## src/rtl/mem_wb_stage_pkg.sv

```systemverilog
// Shared types and default widths for the memory-access / MEM-WB stage.
package mem_wb_stage_pkg;

  typedef enum logic {
    StIdle = 1'b0,
    StBusy = 1'b1
  } state_e;

  localparam int unsigned DefRegNumBitwidth = 5;
  localparam int unsigned DefWordBitwidth   = 32;

  // Byte-offset bits cleared on the data-memory address to force word alignment.
  localparam int unsigned             ByteOffBits  = 2;
  localparam logic [ByteOffBits-1:0] AlignLowBits = '0;

endpackage

```

## src/rtl/mem_req_latch.sv

```systemverilog
// Holds the address, store data, direction and writeback control of an access
// that has to wait for the data memory.
module mem_req_latch #(
  parameter int unsigned REG_NUM_BITWIDTH = 5,
  parameter int unsigned WORD_BITWIDTH    = 32
) (
  input  logic                        i_clk,
  input  logic                        i_rst,
  input  logic                        i_load,
  input  logic                        i_we,
  input  logic [WORD_BITWIDTH-1:0]    i_alu,
  input  logic [WORD_BITWIDTH-1:0]    i_wdata,
  input  logic                        i_mem_to_reg,
  input  logic                        i_reg_write,
  input  logic [REG_NUM_BITWIDTH-1:0] i_reg_to_write,
  output logic                        o_we,
  output logic [WORD_BITWIDTH-1:0]    o_alu,
  output logic [WORD_BITWIDTH-1:0]    o_wdata,
  output logic                        o_mem_to_reg,
  output logic                        o_reg_write,
  output logic [REG_NUM_BITWIDTH-1:0] o_reg_to_write
);

  logic                        r_we;
  logic [WORD_BITWIDTH-1:0]    r_alu;
  logic [WORD_BITWIDTH-1:0]    r_wdata;
  logic                        r_mem_to_reg;
  logic                        r_reg_write;
  logic [REG_NUM_BITWIDTH-1:0] r_reg_to_write;

  always_ff @(posedge i_clk) begin
    if (i_rst) begin
      r_we           <= 1'b0;
      r_alu          <= '0;
      r_wdata        <= '0;
      r_mem_to_reg   <= 1'b0;
      r_reg_write    <= 1'b0;
      r_reg_to_write <= '0;
    end else if (i_load) begin
      r_we           <= i_we;
      r_alu          <= i_alu;
      r_wdata        <= i_wdata;
      r_mem_to_reg   <= i_mem_to_reg;
      r_reg_write    <= i_reg_write;
      r_reg_to_write <= i_reg_to_write;
    end
  end

  assign o_we           = r_we;
  assign o_alu          = r_alu;
  assign o_wdata        = r_wdata;
  assign o_mem_to_reg   = r_mem_to_reg;
  assign o_reg_write    = r_reg_write;
  assign o_reg_to_write = r_reg_to_write;

endmodule

```

## src/rtl/mem_wb_stage.sv

```systemverilog
// Memory-access stage with valid/ready data-memory handshake, upstream stall,
// access timeout and the MEM/WB pipeline register.
module mem_wb_stage
  import mem_wb_stage_pkg::*;
#(
  parameter int unsigned REG_NUM_BITWIDTH = DefRegNumBitwidth,
  parameter int unsigned WORD_BITWIDTH    = DefWordBitwidth,
  parameter int unsigned TIMEOUT_CYCLES   = 255
) (
  input  logic                        clk,
  input  logic                        rst,
  input  logic                        mem_memRead,
  input  logic                        mem_memWrite,
  input  logic                        mem_wt_memToReg,
  input  logic                        mem_wt_regWrite,
  input  logic [REG_NUM_BITWIDTH-1:0] mem_wt_regToWrite,
  input  logic [WORD_BITWIDTH-1:0]    mem_ALUresult,
  input  logic [WORD_BITWIDTH-1:0]    mem_readData2,
  output logic                        dmem_req,
  output logic                        dmem_we,
  output logic [WORD_BITWIDTH-1:0]    dmem_addr,
  output logic [WORD_BITWIDTH-1:0]    dmem_wdata,
  input  logic                        dmem_ready,
  input  logic [WORD_BITWIDTH-1:0]    dmem_rdata,
  output logic                        stall_out,
  output logic                        dmem_err,
  output logic                        wb_regWrite,
  output logic                        wb_memToReg,
  output logic [REG_NUM_BITWIDTH-1:0] wb_regToWrite,
  output logic [WORD_BITWIDTH-1:0]    wb_readData,
  output logic [WORD_BITWIDTH-1:0]    wb_ALUresult,
  output logic [WORD_BITWIDTH-1:0]    wb_writeData
);

  localparam int unsigned CntW = $clog2(TIMEOUT_CYCLES + 1);
  localparam logic [WORD_BITWIDTH-1:0] AddrMask =
    {{(WORD_BITWIDTH - ByteOffBits){1'b1}}, AlignLowBits};

  state_e                      r_state, w_state_next;
  logic [CntW-1:0]             r_cnt, w_cnt_next;
  logic                        r_err, w_err_next;
  logic                        r_wb_reg_write, r_wb_mem_to_reg;
  logic [REG_NUM_BITWIDTH-1:0] r_wb_reg_to_write;
  logic [WORD_BITWIDTH-1:0]    r_wb_read_data, r_wb_alu;

  logic                        w_access, w_latch_load, w_wb_load, w_sel_latch;
  logic [WORD_BITWIDTH-1:0]    w_addr_src;
  logic                        w_l_we, w_l_mem_to_reg, w_l_reg_write;
  logic [WORD_BITWIDTH-1:0]    w_l_alu, w_l_wdata;
  logic [REG_NUM_BITWIDTH-1:0] w_l_reg_to_write;

  assign w_access = mem_memRead | mem_memWrite;

  mem_req_latch #(
    .REG_NUM_BITWIDTH(REG_NUM_BITWIDTH),
    .WORD_BITWIDTH   (WORD_BITWIDTH)
  ) u_req_latch (
    .i_clk         (clk),
    .i_rst         (rst),
    .i_load        (w_latch_load),
    .i_we          (mem_memWrite),
    .i_alu         (mem_ALUresult),
    .i_wdata       (mem_readData2),
    .i_mem_to_reg  (mem_wt_memToReg),
    .i_reg_write   (mem_wt_regWrite),
    .i_reg_to_write(mem_wt_regToWrite),
    .o_we          (w_l_we),
    .o_alu         (w_l_alu),
    .o_wdata       (w_l_wdata),
    .o_mem_to_reg  (w_l_mem_to_reg),
    .o_reg_write   (w_l_reg_write),
    .o_reg_to_write(w_l_reg_to_write)
  );

  always_comb begin
    w_state_next = r_state;
    w_cnt_next   = r_cnt;
    w_err_next   = r_err;
    w_latch_load = 1'b0;
    w_wb_load    = 1'b0;
    w_sel_latch  = 1'b0;
    dmem_req     = 1'b0;
    stall_out    = 1'b0;
    dmem_we      = mem_memWrite;
    w_addr_src   = mem_ALUresult;
    dmem_wdata   = mem_readData2;
    unique case (r_state)
      StIdle: begin
        dmem_req = w_access;
        if (w_access && !dmem_ready) begin
          stall_out    = 1'b1;
          w_latch_load = 1'b1;
          w_cnt_next   = CntW'(1);
          w_state_next = StBusy;
        end else begin
          w_wb_load = 1'b1;
        end
      end
      StBusy: begin
        dmem_req   = 1'b1;
        dmem_we    = w_l_we;
        w_addr_src = w_l_alu;
        dmem_wdata = w_l_wdata;
        if (dmem_ready) begin
          w_wb_load    = 1'b1;
          w_sel_latch  = 1'b1;
          w_cnt_next   = '0;
          w_state_next = StIdle;
        end else if (r_cnt == CntW'(TIMEOUT_CYCLES)) begin
          // Upstream advances this cycle, so the timed-out access is dropped.
          w_err_next   = 1'b1;
          w_cnt_next   = '0;
          w_state_next = StIdle;
        end else begin
          stall_out  = 1'b1;
          w_cnt_next = r_cnt + CntW'(1);
        end
      end
      default: ;
    endcase
    if (rst) begin
      dmem_req  = 1'b0;
      stall_out = 1'b0;
    end
  end

  assign dmem_addr = w_addr_src & AddrMask;

  always_ff @(posedge clk) begin
    if (rst) begin
      r_state           <= StIdle;
      r_cnt             <= '0;
      r_err             <= 1'b0;
      r_wb_reg_write    <= 1'b0;
      r_wb_mem_to_reg   <= 1'b0;
      r_wb_reg_to_write <= '0;
      r_wb_read_data    <= '0;
      r_wb_alu          <= '0;
    end else begin
      r_state <= w_state_next;
      r_cnt   <= w_cnt_next;
      r_err   <= w_err_next;
      if (w_wb_load && w_sel_latch) begin
        r_wb_reg_write    <= w_l_reg_write;
        r_wb_mem_to_reg   <= w_l_mem_to_reg;
        r_wb_reg_to_write <= w_l_reg_to_write;
        r_wb_alu          <= w_l_alu;
        r_wb_read_data    <= w_l_we ? '0 : dmem_rdata;
      end else if (w_wb_load) begin
        r_wb_reg_write    <= mem_wt_regWrite;
        r_wb_mem_to_reg   <= mem_wt_memToReg;
        r_wb_reg_to_write <= mem_wt_regToWrite;
        r_wb_alu          <= mem_ALUresult;
        r_wb_read_data    <= (mem_memRead && !mem_memWrite) ? dmem_rdata : '0;
      end else begin
        r_wb_reg_write  <= 1'b0;
        r_wb_mem_to_reg <= 1'b0;
      end
    end
  end

  assign dmem_err      = r_err;
  assign wb_regWrite   = r_wb_reg_write;
  assign wb_memToReg   = r_wb_mem_to_reg;
  assign wb_regToWrite = r_wb_reg_to_write;
  assign wb_readData   = r_wb_read_data;
  assign wb_ALUresult  = r_wb_alu;
  assign wb_writeData  = r_wb_mem_to_reg ? r_wb_read_data : r_wb_alu;

endmodule

```

## config.mk

```make
export PLATFORM = sky130hd
export DESIGN_NAME = mem_wb_stage
export DESIGN_NICKNAME = d
export VERILOG_FILES = /design/src/rtl/mem_wb_stage_pkg.sv /design/src/rtl/mem_req_latch.sv /design/src/rtl/mem_wb_stage.sv
export SDC_FILE = /design/constraint.sdc
export NUM_CORES = 1
export LEC_CHECK = 0
export ABC_AREA = 1
export BUFFER_PORTS_ARGS = -buffer_cell sky130_fd_sc_hd__buf_4
export CAP_MARGIN = 40
export CORE_AREA = 2 2 129 131
export DETAILED_ROUTE_END_ITERATION = 8
export DIE_AREA = 0 0 131 133
export GPL_TIMING_DRIVEN = 0
export HOLD_SLACK_MARGIN = 0.1
export PLACE_DENSITY_LB_ADDON = 0.3
export SETUP_SLACK_MARGIN = 0.2
export SLEW_MARGIN = 0
export SYNTH_ARGS = -nofsm -noshare
export SYNTH_HDL_FRONTEND = slang
export SYNTH_SLANG_ARGS = --single-unit
```

## constraint.sdc

```tcl
create_clock -name clk -period 1.3 [get_ports clk]
set_input_delay 0.195 -clock clk [delete_from_list [all_inputs] [get_ports clk]]
set_output_delay 0.195 -clock clk [all_outputs]
set_load 0.02 [all_outputs]
```

# Word-level counts from Yosys, hierarchy flattened
# Cells that the tools add are included.
# W data, S select, Z words.
totals:
  ff_bits: 153
  inputBits: 108
  elab_cells: 59
  out_inout_bits: 171
classes:
  eq_ne: 2
  reduce_logical: 7
  bitwise: 3
  addsub: 1
  muxes: 32
ops:
  columns: ["operator", "count"]
  rows:
  - ["$mux W32", 9]
  - ["$mux W8", 3]
  - ["$pmux W8 S2", 1]
  - ["$mux W1", 14]
  - ["$mux W5", 2]
  - ["$add A8 B1 Y8 const B", 1]
  - ["$eq A8 B8 Y1 const B", 1]
  - ["$pmux W1 S2", 3]
  - ["$logic_and A1 B1 Y1", 3]
  - ["$reduce_and A3 Y1", 1]
  - ["$logic_not A1 Y1", 2]
  - ["$ne A2 B2 Y1 const B", 1]
  - ["$not A1 Y1", 2]
  - ["$reduce_bool A2 Y1", 1]
  - ["$or A1 B1 Y1", 1]

# Depth between registers and ports, before layout
depth:
  depth_word: 6
  ltp_mapped: 8
  depth_no_buf: 8

# Modules after synthesis
# Synthesis repeated with hierarchy kept, for this count alone.
unflattened:
  hier_cells: 1154
  hier_area_um2: 7546.0
modules_own_cells:
  columns: ["mod", "area_each_um2", "instances", "cells_each", "seq_area_each_um2"]
  rows:
  - ["mem_wb_stage", 4594.4, 1, 698, 1621.6]
  - ["mem_req_latch", 2951.6, 1, 456, 1441.4]

# Worst setup path after synthesis
# Ideal clock, no wire load.
synth_timing:
  path_kind: "register to output"
  from: "reg r_state"
  to: "out stall_out"
  path_slack_ns: -0.243
  t_arrival_ns: 1.348
  stages_incl_launch_ff: 7
  path_buffers: 3
  t_required_ns: 1.105
  cell_sequence: "dfxtp_1 -> buf_4 -> inv_2 -> nand3_1 -> buf_2 -> buf_2 -> a21oi_1"
synth_via:
  elab_chain_cells: 3
synth_lines:
  columns: ["item", "line", "text"]
  rows:
  - ["start: declaration", "mem_wb_stage.sv:39", "state_e r_state, w_state_next;"]
  - ["start signal: assignment", "mem_wb_stage.sv:131", "r_state <= StIdle;"]
  - ["start signal: assignment", "mem_wb_stage.sv:140", "r_state <= w_state_next;"]
  - ["$not A1 Y1", null, null]
  - ["$pmux W1 S2 *", "mem_wb_stage.sv:87", "unique case (r_state)"]
  - ["$mux W1 *", "mem_wb_stage.sv:121", "if (rst) begin"]
  - ["end: declaration", "mem_wb_stage.sv:25", "output logic stall_out,"]
# Every way passes the cells marked *; elsewhere a longest branch is shown, timed or not.

# Worst setup path after layout
layout_timing:
  from: "reg r_cnt[0]"
  to: "out stall_out"
layout_via:
  elab_chain_cells: 5
layout_lines:
  columns: ["item", "line", "text"]
  rows:
  - ["start: declaration", "mem_wb_stage.sv:40", "logic [CntW-1:0] r_cnt, w_cnt_next;"]
  - ["start signal: assignment", "mem_wb_stage.sv:141", "r_cnt <= w_cnt_next;"]
  - ["$eq A8 B8 Y1", "mem_wb_stage.sv:109", "end else if (r_cnt == CntW'(TIMEOUT_CYCLES)) begin"]
  - ["$mux W1", "mem_wb_stage.sv:109", null]
  - ["$mux W1", "mem_wb_stage.sv:104", "if (dmem_ready) begin"]
  - ["$pmux W1 S2", "mem_wb_stage.sv:87", null]
  - ["$mux W1", "mem_wb_stage.sv:121", null]
# No other way between the ends.

==> report_table.html <==
<table>
<tr><th>Metric</th><th>Value</th></tr>
<tr><th colspan="2">Routing</th></tr>
<tr><td>Vias/cell</td><td>between 5 and 6</td></tr>
<tr><td>Number of remaining DRC errors</td><td>0</td></tr>
<tr><td>Iteration count of the initial detailed-routing pass</td><td>5</td></tr>
<tr><td>Routed wire per std cell</td><td>~23 um</td></tr>
<tr><td>Drt first-iter violations</td><td>914</td></tr>
<tr><td>Final ANT Viol Nets</td><td>0</td></tr>
<tr><td>Total number of vias</td><td>about 9600</td></tr>
<tr><td>Final Routed Wirelength</td><td>37.0 mm</td></tr>
<tr><th colspan="2">Critical path</th></tr>
<tr><td>Nature of the critical path startpoint</td><td>register</td></tr>
<tr><td>Setup slack of the worst register-to-register path</td><td>-0.34 ns</td></tr>
<tr><td>Kind of capture point of the worst setup path</td><td>output port</td></tr>
<tr><td>Startpoint of the worst-slack reg-to-reg timing path</td><td>r_state</td></tr>
<tr><td>Terminus of the critical flop-to-flop path</td><td>wb_ALUresult[1]</td></tr>
<tr><td>Cell count of the worst reg-to-reg path</td><td>10</td></tr>
<tr><td>Maximum fanout count along the critical path</td><td>3</td></tr>
<tr><td>WP data arrival</td><td>approximately 1.7 ns</td></tr>
<tr><td>Crit path kind</td><td>register to output port</td></tr>
<tr><td>Required time at the endpoint of the critical path</td><td>1.11 ns</td></tr>
<tr><th colspan="2">Worst hold path</th></tr>
<tr><td>Count of cells along the worst hold path</td><td>4</td></tr>
<tr><td>Path category of the worst min-delay check</td><td>input pin to register</td></tr>
<tr><td>Worst min-delay path endpoint</td><td>r_cnt[1]</td></tr>
<tr><td>Worst Min Path Start</td><td>dmem_ready</td></tr>
<tr><th colspan="2">Floorplanning</th></tr>
<tr><td>Area enclosed by the die boundary</td><td>0.0174 mm2</td></tr>
<tr><td>Number of placement rows</td><td>47</td></tr>
<tr><td>Die width</td><td>131 um</td></tr>
<tr><td>Core area</td><td>0.0162 mm2</td></tr>
<tr><td>Die H</td><td>around 130 um</td></tr>
<tr><td>I/O pin count</td><td>between 200 and 300</td></tr>
<tr><td>Starting utilization of the core area</td><td>42.9%</td></tr>
<tr><th colspan="2">Placed design</th></tr>
<tr><td>Worst slack, placed</td><td>-0.339 ns</td></tr>
<tr><td>Dpl hpwl</td><td>18.5 mm</td></tr>
<tr><td>Placed cell count</td><td>1447</td></tr>
<tr><td>Area post-placement</td><td>0.0105 mm2</td></tr>
<tr><td>Total of buffers placed on input and output ports</td><td>between 200 and 300</td></tr>
<tr><td>Placer's final routability congestion estimate</td><td>roughly 0.86</td></tr>
<tr><th colspan="2">Layout</th></tr>
<tr><td>P&amp;R area growth vs syn</td><td>102%</td></tr>
<tr><td>Fraction of layout cells with a size suffix above 1</td><td>46.0%</td></tr>
<tr><td>Fin nets</td><td>~1500</td></tr>
<tr><td>Final Non-Filler Cells</td><td>1636</td></tr>
<tr><td>Final core utilization</td><td>86.6%</td></tr>
<tr><td>Commonest non-fill, non-tap cells in the layout</td><td>sky130_fd_sc_hd__buf_4 (207), sky130_fd_sc_hd__dfxtp_1 (149), sky130_fd_sc_hd__a21oi_1 (125)</td></tr>
<tr><td>Commonest non-fill, non-tap cell in the layout</td><td>sky130_fd_sc_hd__buf_4</td></tr>
<tr><td>Final design instance area without fill</td><td>about 0.014 mm2</td></tr>
<tr><th colspan="2">Flow run</th></tr>
<tr><td>Count of max-cap constraint violations</td><td>0</td></tr>
<tr><th colspan="2">Clocking</th></tr>
<tr><td>Number of CTS-inserted buffers</td><td>17</td></tr>
<tr><td>Clock Sinks</td><td>153</td></tr>
<tr><td>H-Tree Level Count</td><td>4</td></tr>
<tr><td>Clock-pin slew on the worst setup and hold paths</td><td>~0.070 ns</td></tr>
<tr><td>CTS Root Cell</td><td>sky130_fd_sc_hd__clkbuf_16</td></tr>
<tr><td>Clock tree from TritonCTS</td><td>yes</td></tr>
<tr><td>Max Buffers Root-to-Sink</td><td>2</td></tr>
<tr><td>Clock latency on the worst-skew pair</td><td>~0.43 ns</td></tr>
<tr><th colspan="2">Timing</th></tr>
<tr><td>Max-slew violations</td><td>0</td></tr>
<tr><td>Transition time of the tightest slew-check pin</td><td>0.784 ns</td></tr>
<tr><td>Fmax</td><td>0.542 GHz</td></tr>
<tr><td>Post-layout worst setup margin</td><td>-0.544 ns</td></tr>
<tr><td>Hold Slack</td><td>approximately 0.10 ns</td></tr>
<tr><td>Fin crit share</td><td>142%</td></tr>
<tr><td>Setup repair after global routing missed its margin</td><td>true</td></tr>
<tr><td>Worst Clk Skew</td><td>about 0.0093 ns</td></tr>
<tr><td>Worst slew margin relative to its limit</td><td>47.7%</td></tr>
<tr><td>Setup violation total in the final timing report</td><td>244</td></tr>
<tr><td>Number of hold-slack violations in the final timing report</td><td>0</td></tr>
<tr><td>Final sum of negative setup slack</td><td>-70.64 ns</td></tr>
<tr><td>Post-layout minimum cycle time</td><td>1.84 ns</td></tr>
<tr><th colspan="2">Logic synthesis</th></tr>
<tr><td>Post-synthesis sequential area ratio</td><td>44.1%</td></tr>
<tr><td>Count of state elements after synthesis</td><td>153</td></tr>
<tr><td>Mapped Area</td><td>0.00694 mm2</td></tr>
<tr><td>Post-synth ARST share</td><td>0%</td></tr>
<tr><td>Number of distinct library cells after synthesis</td><td>24</td></tr>
<tr><td>Number of enable flip-flop cells after synthesis</td><td>0</td></tr>
<tr><td>Top flip-flop cell by instance count after synthesis</td><td>sky130_fd_sc_hd__dfxtp_1</td></tr>
<tr><td>Synthesized instance count</td><td>~950</td></tr>
<tr><td>Top cell type's share of synthesized area</td><td>44.1%</td></tr>
<tr><td>Synthesis warning total</td><td>0</td></tr>
<tr><td>Main area contributors after synthesis</td><td>sky130_fd_sc_hd__dfxtp_1 (44%), sky130_fd_sc_hd__a21oi_1 (12%), sky130_fd_sc_hd__o21ai_1 (7.9%)</td></tr>
<tr><td>Yosys top cell by area</td><td>sky130_fd_sc_hd__dfxtp_1</td></tr>
<tr><td>Average footprint of a synthesized cell</td><td>7.30 um2</td></tr>
<tr><th colspan="2">Global route</th></tr>
<tr><td>Total congestion overflow</td><td>0</td></tr>
<tr><td>Total global routing track utilization</td><td>34.9%</td></tr>
<tr><td>Largest net degree at the start of global routing</td><td>17</td></tr>
<tr><td>Vias in the first global route</td><td>9130</td></tr>
<tr><td>Wire length of the first global-routing pass</td><td>between 40 and 50 mm</td></tr>
<tr><td>Initial antenna violation count</td><td>1</td></tr>
<tr><th colspan="2">Power and ir drop</th></tr>
<tr><td>Switching Fraction</td><td>33.7%</td></tr>
<tr><td>Reg power frac</td><td>33.9%</td></tr>
<tr><td>Leakage power of the design</td><td>approximately 6.1 nW</td></tr>
<tr><td>Clock share of power</td><td>32.1%</td></tr>
<tr><td>Final Total Pwr</td><td>15.7 mW</td></tr>
<tr><td>Largest vdd supply drop</td><td>0.000923 V</td></tr>
<tr><td>Combinational cell fraction of total power</td><td>34.0%</td></tr>
<tr><td>Power density over the cells</td><td>1120 mW/mm2</td></tr>
<tr><td>Power spent charging and discharging nets</td><td>5.29 mW</td></tr>
<tr><td>Cell-internal power</td><td>10.4 mW</td></tr>
<tr><th colspan="2">Run status</th></tr>
<tr><td>Violations in the final reports</td><td>setup timing</td></tr>
<tr><td>Run status</td><td>complete, but fails checks</td></tr>
</table>
-- worst max path at each step --
stage / end / start
3_3_place_gp: wb_ALUresult[27] / rst
6_report: stall_out / r_cnt[0]
4_1_cts: stall_out / r_state
5_1_grt: stall_out / r_state
3_5_place_dp: wb_regToWrite[2] / mem_memWrite
2_1_floorplan: stall_out / r_state
-- synthesized netlist by cell type, types with 14 or more instances --
| cell | instances |
|---|---|
| sky130_fd_sc_hd__buf_4 | 14 |
| sky130_fd_sc_hd__o21ai_1 | 109 |
| sky130_fd_sc_hd__dfxtp_1 | 153 |
| sky130_fd_sc_hd__buf_2 | 35 |
| sky130_fd_sc_hd__mux2_2 | 28 |
| sky130_fd_sc_hd__nand3_1 | 18 |
| sky130_fd_sc_hd__a21oi_1 | 173 |
| sky130_fd_sc_hd__nor2_1 | 77 |
| sky130_fd_sc_hd__clkbuf_1 | 26 |
| sky130_fd_sc_hd__o21ai_0 | 102 |
| sky130_fd_sc_hd__nand2_1 | 106 |
| sky130_fd_sc_hd__inv_1 | 89 |
-- metal layers --
metal / track usage (%) / wire (um) / up-vias
met5: 0 / 0 / -
met4: 20.8 / 2470 / 0
met3: 6.87 / 3360 / 208
met2: 60.2 / 18400 / 725
met1: 39.3 / 12800 / 4566
li1: - / - / 4084
-- logic make-up after synthesis --
logic type / share of synthesized area, %
AO/OA/AOI/OAI: 28.7
AND/OR/NAND/NOR: 11.6
buffers and inverters: 10.7
flip-flops: 44.1
multiplexers: 4.54
adder cells (fa/ha/maj): 0.180
other: 0.0540
-- cell type report --
| cell class | count | area, um2 |
|---|---|---|
| Sequential cell | 153 | 3070 |
| Buffer | 78 | 1020 |
| Fill cell | 767 | 2170 |
| Multi-Input combinational cell | 629 | 4470 |
| Antenna cell | 1 | 2.50 |
| Timing Repair Buffer | 430 | 4210 |
| Clock buffer | 22 | 485 |
| Clock inverter | 10 | 91.3 |
| Tap cell | 220 | 275 |
| Inverter | 93 | 369 |
-- power groups by stage --
stage	sequential, mW	combinational (mW)	clock [mW]
2_1_floorplan	5.53	2.18	0
3_3_place_gp	5.36	3.76	0
3_5_place_dp	5.37	3.81	0
4_1_cts	5.27	4.54	4.91
5_1_grt	5.34	5.55	5.17
6_report	5.32	5.33	5.04
-- timing repair --
action	4_1_cts	5_1_grt
pin swaps	8	11
gates cloned	6	16
gates resized for setup	176	153
hold buffers	104	2
setup buffers	15	13
setup endpoints to repair	314	318
hold endpoints to repair	131	2
-- worst max-delay path: stages (launching register included) --
cell,delay [ns]
sky130_fd_sc_hd__dfxtp_2,0.36
sky130_fd_sc_hd__ha_2,0.19
sky130_fd_sc_hd__nand2_2,0.07
sky130_fd_sc_hd__inv_1,0.12
sky130_fd_sc_hd__nand3_2,0.11
sky130_fd_sc_hd__nand2_2,0.13
sky130_fd_sc_hd__a21oi_4,0.07
sky130_fd_sc_hd__buf_6,0.16
Power figures use the tool's default switching activity.
